<file path="src/rtl/fpmul_pkg.sv">
// Shared FP16 constants and pipeline payload types for the multiplier back end.
package fpmul_pkg;

    localparam int PROD_W   = 22;
    localparam int EXP_W    = 8;
    localparam int MAN_W    = 10;
    localparam int LZ_W     = 5;
    localparam int EXP_BIAS = 15;
    localparam int EXP_MAX  = 2 * EXP_BIAS + 1;

    localparam logic [15:0] QNAN = 16'h7E00;

    typedef struct packed {
        logic                     sign;
        logic [PROD_W-1:0]        norm;
        logic signed [EXP_W-1:0]  exp1;
        logic                     nan;
        logic                     inf;
        logic                     zero;
    } s1_payload_t;

    typedef struct packed {
        logic [15:0] result;
        logic        overflow;
        logic        underflow;
        logic        inexact;
    } s2_result_t;

endpackage

</file>
<file path="src/rtl/leading_zero_counter.sv">
// Counts leading zeros of a vector; an all-zero input returns DATA_WIDTH.
module leading_zero_counter #(
    parameter int DATA_WIDTH  = 22,
    parameter int COUNT_WIDTH = 5
) (
    input  logic [DATA_WIDTH-1:0]  data,
    output logic [COUNT_WIDTH-1:0] count
);

    always_comb begin
        count = COUNT_WIDTH'(DATA_WIDTH);
        // Ascending scan: the highest set bit is the last one to write count.
        for (int i = 0; i < DATA_WIDTH; i++) begin
            if (data[i]) begin
                count = COUNT_WIDTH'(DATA_WIDTH - 1 - i);
            end
        end
    end

endmodule

</file>
<file path="src/rtl/fpmul_norm_round.sv">
// Two-stage normalise / round-to-nearest-even / pack back end of the FP16 multiplier.
module fpmul_norm_round
    import fpmul_pkg::*;
#(
    parameter int PROD_WIDTH = PROD_W,
    parameter int EXP_WIDTH  = EXP_W,
    parameter int MAN_WIDTH  = MAN_W
) (
    input  logic                        clk,
    input  logic                        rst,
    input  logic                        in_valid,
    output logic                        in_ready,
    input  logic                        in_sign,
    input  logic signed [EXP_WIDTH-1:0] in_exp_sum,
    input  logic [PROD_WIDTH-1:0]       in_prod,
    input  logic                        in_nan,
    input  logic                        in_inf,
    input  logic                        in_zero,
    output logic                        out_valid,
    input  logic                        out_ready,
    output logic [MAN_WIDTH+5:0]        out_result,
    output logic                        out_overflow,
    output logic                        out_underflow,
    output logic                        out_inexact
);

    localparam logic signed [EXP_W:0] E_OVF = (EXP_W+1)'(EXP_MAX);
    localparam logic signed [EXP_W:0] E_UNF = '0;

    // Round-to-nearest-even on the normalised product and pack to binary16.
    function automatic s2_result_t round_pack(input s1_payload_t p);
        logic [MAN_W-1:0]      frac;
        logic                  guard;
        logic                  sticky;
        logic                  up;
        logic [MAN_W:0]        frac_r;
        logic signed [EXP_W:0] e;
        s2_result_t            r;

        frac   = p.norm[PROD_W-2 -: MAN_W];
        guard  = p.norm[PROD_W-2-MAN_W];
        sticky = |p.norm[PROD_W-3-MAN_W:0];
        up     = guard & (sticky | frac[0]);
        frac_r = {1'b0, frac} + {{MAN_W{1'b0}}, up};
        // A fraction carry bumps the exponent before the range check.
        e      = {p.exp1[EXP_W-1], p.exp1} + {{EXP_W{1'b0}}, frac_r[MAN_W]};

        r = '0;
        if (p.nan) begin
            r.result = QNAN;
        end else if (p.inf) begin
            r.result = {p.sign, 15'h7C00};
        end else if (p.zero || !p.norm[PROD_W-1]) begin
            r.result = {p.sign, 15'h0000};
        end else if (e >= E_OVF) begin
            r.result   = {p.sign, 5'h1F, {MAN_W{1'b0}}};
            r.overflow = 1'b1;
            r.inexact  = 1'b1;
        end else if (e <= E_UNF) begin
            r.result    = {p.sign, 15'h0000};
            r.underflow = 1'b1;
            r.inexact   = 1'b1;
        end else begin
            r.result  = {p.sign, e[4:0], frac_r[MAN_W-1:0]};
            r.inexact = guard | sticky;
        end
        return r;
    endfunction

    logic [LZ_W-1:0] lz;
    s1_payload_t     pay_n;
    s1_payload_t     pay_p1;
    logic            vld_p1;
    logic            s2_free;
    s2_result_t      res_p2;

    assign s2_free  = !out_valid || out_ready;
    assign in_ready = !vld_p1 || s2_free;

    // ---- stage 1: normalise ----
    leading_zero_counter #(
        .DATA_WIDTH  (PROD_WIDTH),
        .COUNT_WIDTH (LZ_W)
    ) u_lzc (
        .data  (in_prod),
        .count (lz)
    );

    always_comb begin
        pay_n      = '0;
        pay_n.sign = in_sign;
        pay_n.norm = in_prod << lz;
        pay_n.exp1 = in_exp_sum + EXP_WIDTH'(1) - EXP_WIDTH'(lz);
        pay_n.nan  = in_nan;
        pay_n.inf  = in_inf;
        pay_n.zero = in_zero;
    end

    always_ff @(posedge clk) begin
        if (in_valid && in_ready) begin
            pay_p1 <= pay_n;
        end
    end

    // ---- stage 2: round and pack ----
    assign res_p2 = round_pack(pay_p1);

    always_ff @(posedge clk) begin
        if (rst) begin
            vld_p1        <= 1'b0;
            out_valid     <= 1'b0;
            out_result    <= '0;
            out_overflow  <= 1'b0;
            out_underflow <= 1'b0;
            out_inexact   <= 1'b0;
        end else begin
            if (in_ready) begin
                vld_p1 <= in_valid;
            end
            if (s2_free) begin
                out_valid <= vld_p1;
                if (vld_p1) begin
                    out_result    <= res_p2.result;
                    out_overflow  <= res_p2.overflow;
                    out_underflow <= res_p2.underflow;
                    out_inexact   <= res_p2.inexact;
                end
            end
        end
    end

endmodule

</file>
<file path="config.mk">
export PLATFORM = sky130hd
export DESIGN_NAME = fpmul_norm_round
export DESIGN_NICKNAME = d
export VERILOG_FILES = /design/src/rtl/fpmul_pkg.sv /design/src/rtl/leading_zero_counter.sv /design/src/rtl/fpmul_norm_round.sv
export SDC_FILE = /design/constraint.sdc
export NUM_CORES = 1
export LEC_CHECK = 0
export ABC_AREA = 1
export CAP_MARGIN = 20
export CORE_ASPECT_RATIO = 0.6
export CORE_MARGIN = 10
export CORE_UTILIZATION = 55
export DETAILED_ROUTE_END_ITERATION = 12
export MAX_ROUTING_LAYER = met4
export PLACE_DENSITY_LB_ADDON = 0.3
export SLEW_MARGIN = 15
export SYNTH_ARGS = -nofsm -noshare
export SYNTH_HDL_FRONTEND = slang
export SYNTH_SLANG_ARGS = --single-unit
</file>
<file path="constraint.sdc">
create_clock -name clk -period 12 [get_ports clk]
set_clock_uncertainty 0.2 [all_clocks]
set_input_delay 3.6 -clock clk [delete_from_list [all_inputs] [get_ports clk]]
set_output_delay 3.6 -clock clk [all_outputs]
set_load 0.005 [all_outputs]
</file>
Yosys cells after proc, flatten, opt, wreduce, memory -nomap -nowiden
Index checks and enable logic that the tools add are counted.
- add/subtract/negate cells: 4
- multipliers: 0
- divide/modulo/power cells: 0
- magnitude comparators: 2
- eq/ne operators: 0
- shifts and indexed selects: 1
- muxes and demuxes: 35
- bitwise gates (word level): 3
- reduce and logical (&&, ||, !) cells: 9
- operators with widths (operator ; number):
    5-bit two-way mux ; 16
    15-bit two-way mux ; 4
    22-bit by 5-bit << shifter with 22-bit output ; 1
    3-bit two-way mux ; 7
    16-bit two-way mux ; 1
    10-bit by 1-bit adder with 11-bit output ; 1
    10-bit OR reduction ; 1
    8-bit by 2-bit adder with 9-bit output ; 1
    9-bit by 6-bit >= comparator with 1-bit output, second input constant ; 1
    9-bit by 1-bit <= comparator with 1-bit output, second input constant ; 1
    8-bit by 1-bit adder with 8-bit output, second input constant ; 1
    8-bit by 5-bit subtractor with 8-bit output ; 1
    1-bit two-way mux ; 5
    2-bit two-way mux ; 2
    1-bit zero test ; 3
    1-bit logical OR ; 3
    1-bit OR ; 2
    2-bit AND reduction ; 1
    1-bit bitwise AND ; 1
    1-bit logical AND ; 1
- register bits: 55
- latch bits: 0
- RAM bits: 0
- bits in read-only memories: 0
- bits of input ports: 38
- output and inout bits: 21
- memories kept: 0

Depth between registers and ports, before layout
- depth in word-level cells: 23
- mapped depth: 32
- mapped depth without buffers: 31

Hierarchy
From an unflattened synthesis, not the netlist that was laid out.
- cell total of the unflattened synthesis: 559
- area, all modules: 3866.2 um^2
- modules (own cells, without submodules) (module ; times used ; cells an instance ; area an instance (um^2)):
    fpmul_norm_round ; 1 ; 494 ; 3578.4
    leading_zero_counter ; 1 ; 65 ; 287.8

Least setup slack after synthesis
OpenSTA, ideal clock, no wires.
- kind: input to output
- start point: in out_ready
- end point: out in_ready
- arrival: 3.749 ns
- data required time: 8.200 ns
- path slack: 4.451 ns
- cell stages on the path: 2
- cell sequence: inv_1 > nand3_1
- word-level cells in the longest chain between the ends: 2
- RTL lines (element ; RTL line ; text):
    from (decl) ; fpmul_norm_round.sv:20 ; input logic out_ready,
    1-bit logical OR ; fpmul_norm_round.sv:77 ; assign s2_free = !out_valid || out_ready;
    1-bit logical OR ; fpmul_norm_round.sv:78 ; assign in_ready = !vld_p1 || s2_free;
    to (decl) ; fpmul_norm_round.sv:12 ; output logic in_ready,
No other way between the ends.

Final worst setup path
Ends and elaborated chain as after synthesis.

==> results.cfg <==
[floorplan]
initial_core_util_pct = 56.8
die_area_um2 = 10700
die_w_um = 127
rows = 23
die_h_um = 84.3
pin_count = 59
core_region_area_um2 = 6680

[clock_network]
cts-hold-fix-buffers = 0
clk_latency_ns = 0.30
path_clk_slew_ns = 0.07
post_cts_buffers = 0
cts_tree = done
cts.path.max_buffers = 2
ctsResizeCount = 0
cts-root-buf = clkbuf_16
clock_sinks = 55
htree_num_levels = 2
cts_made_buffers = 5

[synth]
syn-cell-area_um2 = 3790
syn_avg_cell_area_um2 = 7.24
ys_async_sr_fraction_pct = 0
ys.flop_type = edfxtp_1
yosys.area.top_type = edfxtp_1
synth_top_area_share_pct = 26.9
synth_edf_count = 34
yosys-top-cells-area = edfxtp_1 (27%), nand3_1 (15%), nand2_1 (12%)
ys_warn_count = 0
synth_cell_type_count = 41
syn_nets = 578
yosysMostFrequentCell = nand2_1
synthTopCellsByCount = nand2_1 (120), nand3_1 (114), inv_1 (64)
ys_seq_area_share_pct = 38.0
synth_seq_cells = 55
syn_inst = 524

[setup_path]
cpMostUsedCell = clkdlybuf4s50_1
path_max_fanout = 3
worstPathCellList = clkdlybuf4s50_1 > inv_1 > nand3_1 > clkdlybuf4s50_1
cp.arrival_ns = 4.72
slowest_delay_ns = 0.52
r2r_start = pay_p1[18]
reg2regPathDepth = 25
criticalPathCategory = in2out
crit_start = out_ready
cp_slowest_cell = clkdlybuf4s50_1
cp-end-kind = output port
reg2reg_to = out_result[10]
startpoint_type = primary input
reg2reg_slack_ns = 7.25
worstPathRequired_ns = 8.20

[power_and_ir_drop]
power_per_cell_area_nw_per_um2 = 111
p_total_w = 0.000508
p_leak_nw = 2.00
peakVddDrop_mv = 0.0849

[place]
dp_hpwl_mm = 8.28
portBuffers = 58
place_ws_ns = 3.49
place.gp.congestion = 0.932

[finish]
syn_to_final_growth_pct = 20.8
nNetsFinal = 630
antennaDiodeCount = 0
fill_cells = 556
drive_above_1_share_pct = 3.64

[worst_hold_path]
min-delay-start = out_result[4]
worstHoldPathCells = 2
min_to = out_result[4]
hold_class = reg2reg

[sta]
setup_viol = 0
tightest_slew_ns = 0.873
hold_violations = 0
period_needed_ns = 8.52
slew-limit-headroom_pct = 41.8
fmax_mhz = 117
fin_setup_tns_ns = 0
grt_setup_unrepaired = false
slew_viol_final = 0
setup_ws_ns = 3.48
post-route-period-util_pct = 71.0
whs_ns = 0.271

[routing]
drtIter0Drc = 469
drtPass1Iterations = 5
antenna_left = 0
vias = 3843
viasPerCell = 5.79
wl_per_cell_um = 16.2
finalWirelength_mm = 10.8
drc = 0

[run]
cap_violations = 0

[global_routing]
grt_pass1_vias = 3681
grt_overflow = 0
antenna_found_initial = 0
grt_max_degree = 35
grt_util_all_layers_pct = 20.2
grt_pass1_wl_mm = 17.7

[status]
status = finished clean
-- where the power goes --
group | internal [W] | switching (W) | leakage (nW)
combinational | 0.0000464 | 0.0000728 | 1.42
clock | 0.0000911 | 0.0000704 | 0.0829
sequential | 0.000220 | 0.00000794 | 0.502
total | 0.000357 | 0.000151 | 2.00
-- worst max path at each step --
stage	end	slack [ns]	cells after the start
floorplan	in_ready	4.45	2
global placement	in_ready	3.49	4
detailed placement	in_ready	3.49	4
CTS	in_ready	3.48	4
global route	in_ready	3.41	4
finish	in_ready	3.48	4
-- area by class of cell --
cell class / count / area (um^2) / share of cell area [%]
inverter: 68 / 255 / 5.57
sequential: 55 / 1440 / 31.5
tap: 87 / 109 / 2.38
clock buffer: 6 / 150 / 3.28
timing repair buffer: 61 / 603 / 13.2
multi-input combinational: 385 / 2010 / 43.8
clock inverter: 2 / 15.0 / 0.328
-- per-stage QoR --
step,area [um^2],utilization [%],std cells
6_report,4580,68.6,664
3_3_place_gp,4420,66.2,656
4_1_cts,4580,68.6,664
5_1_grt,4580,68.6,664
2_1_floorplan,3790,-,524
3_5_place_dp,4420,66.2,656
-- sequential cells by signal, indices dropped and copies added, names as in the netlist --
| name | count |
|---|---|
| vld_p1 | 1 |
| out_valid | 1 |
| out_underflow | 1 |
| out_inexact | 1 |
| out_result | 16 |
| out_overflow | 1 |
| pay_p1 | 34 |
-- logic make-up after synthesis --
kind of cell / synth area share (%)
and+or+nand+nor: 35.7
buffers and inverters: 9.07
DFF: 38.0
AOI/OAI and AO/OA: 8.34
adders and majority gates: 5.47
xor gates and xnor gates: 3.46
-- layer usage --
layer | vias to the layer above | share of wire (%) | GRT usage, %
met1 | 1782 | 45 | 26.6
li1 | 1872 | - | -
met2 | 181 | 45 | 31.4
met4 | 0 | 0.76 | 3.81
met5 | - | 0 | -
met3 | 8 | 8.9 | 4.52
-- placed cells by master, fill, tap and decap left out, drive strengths merged --
cell type / n
nand4: 5
o211ai: 5
clkbuf: 6
a211oi: 4
buf: 3
nor3b: 1
a22oi: 2
o41ai: 1
a32oi: 1
xnor2: 2
a21boi: 1
nand2: 123
nor4: 6
and3: 1
nand3b: 1
or2: 1
xor2: 13
fa: 1
inv: 68
a31oi: 1
dfxtp: 21
a211o: 1
clkinv: 2
nor2: 43
o311a: 1
nand3: 114
clkdlybuf4s50: 58
edfxtp: 34
o21ai: 15
nor3: 8
ha: 15
a21oi: 19
-- critical path, delay by kind of cell --
kind                   cells  cell delay [ns]
buffers and inverters      3             1.02
and+or+nand+nor            1             0.10
(Power assumes the default switching activity.)
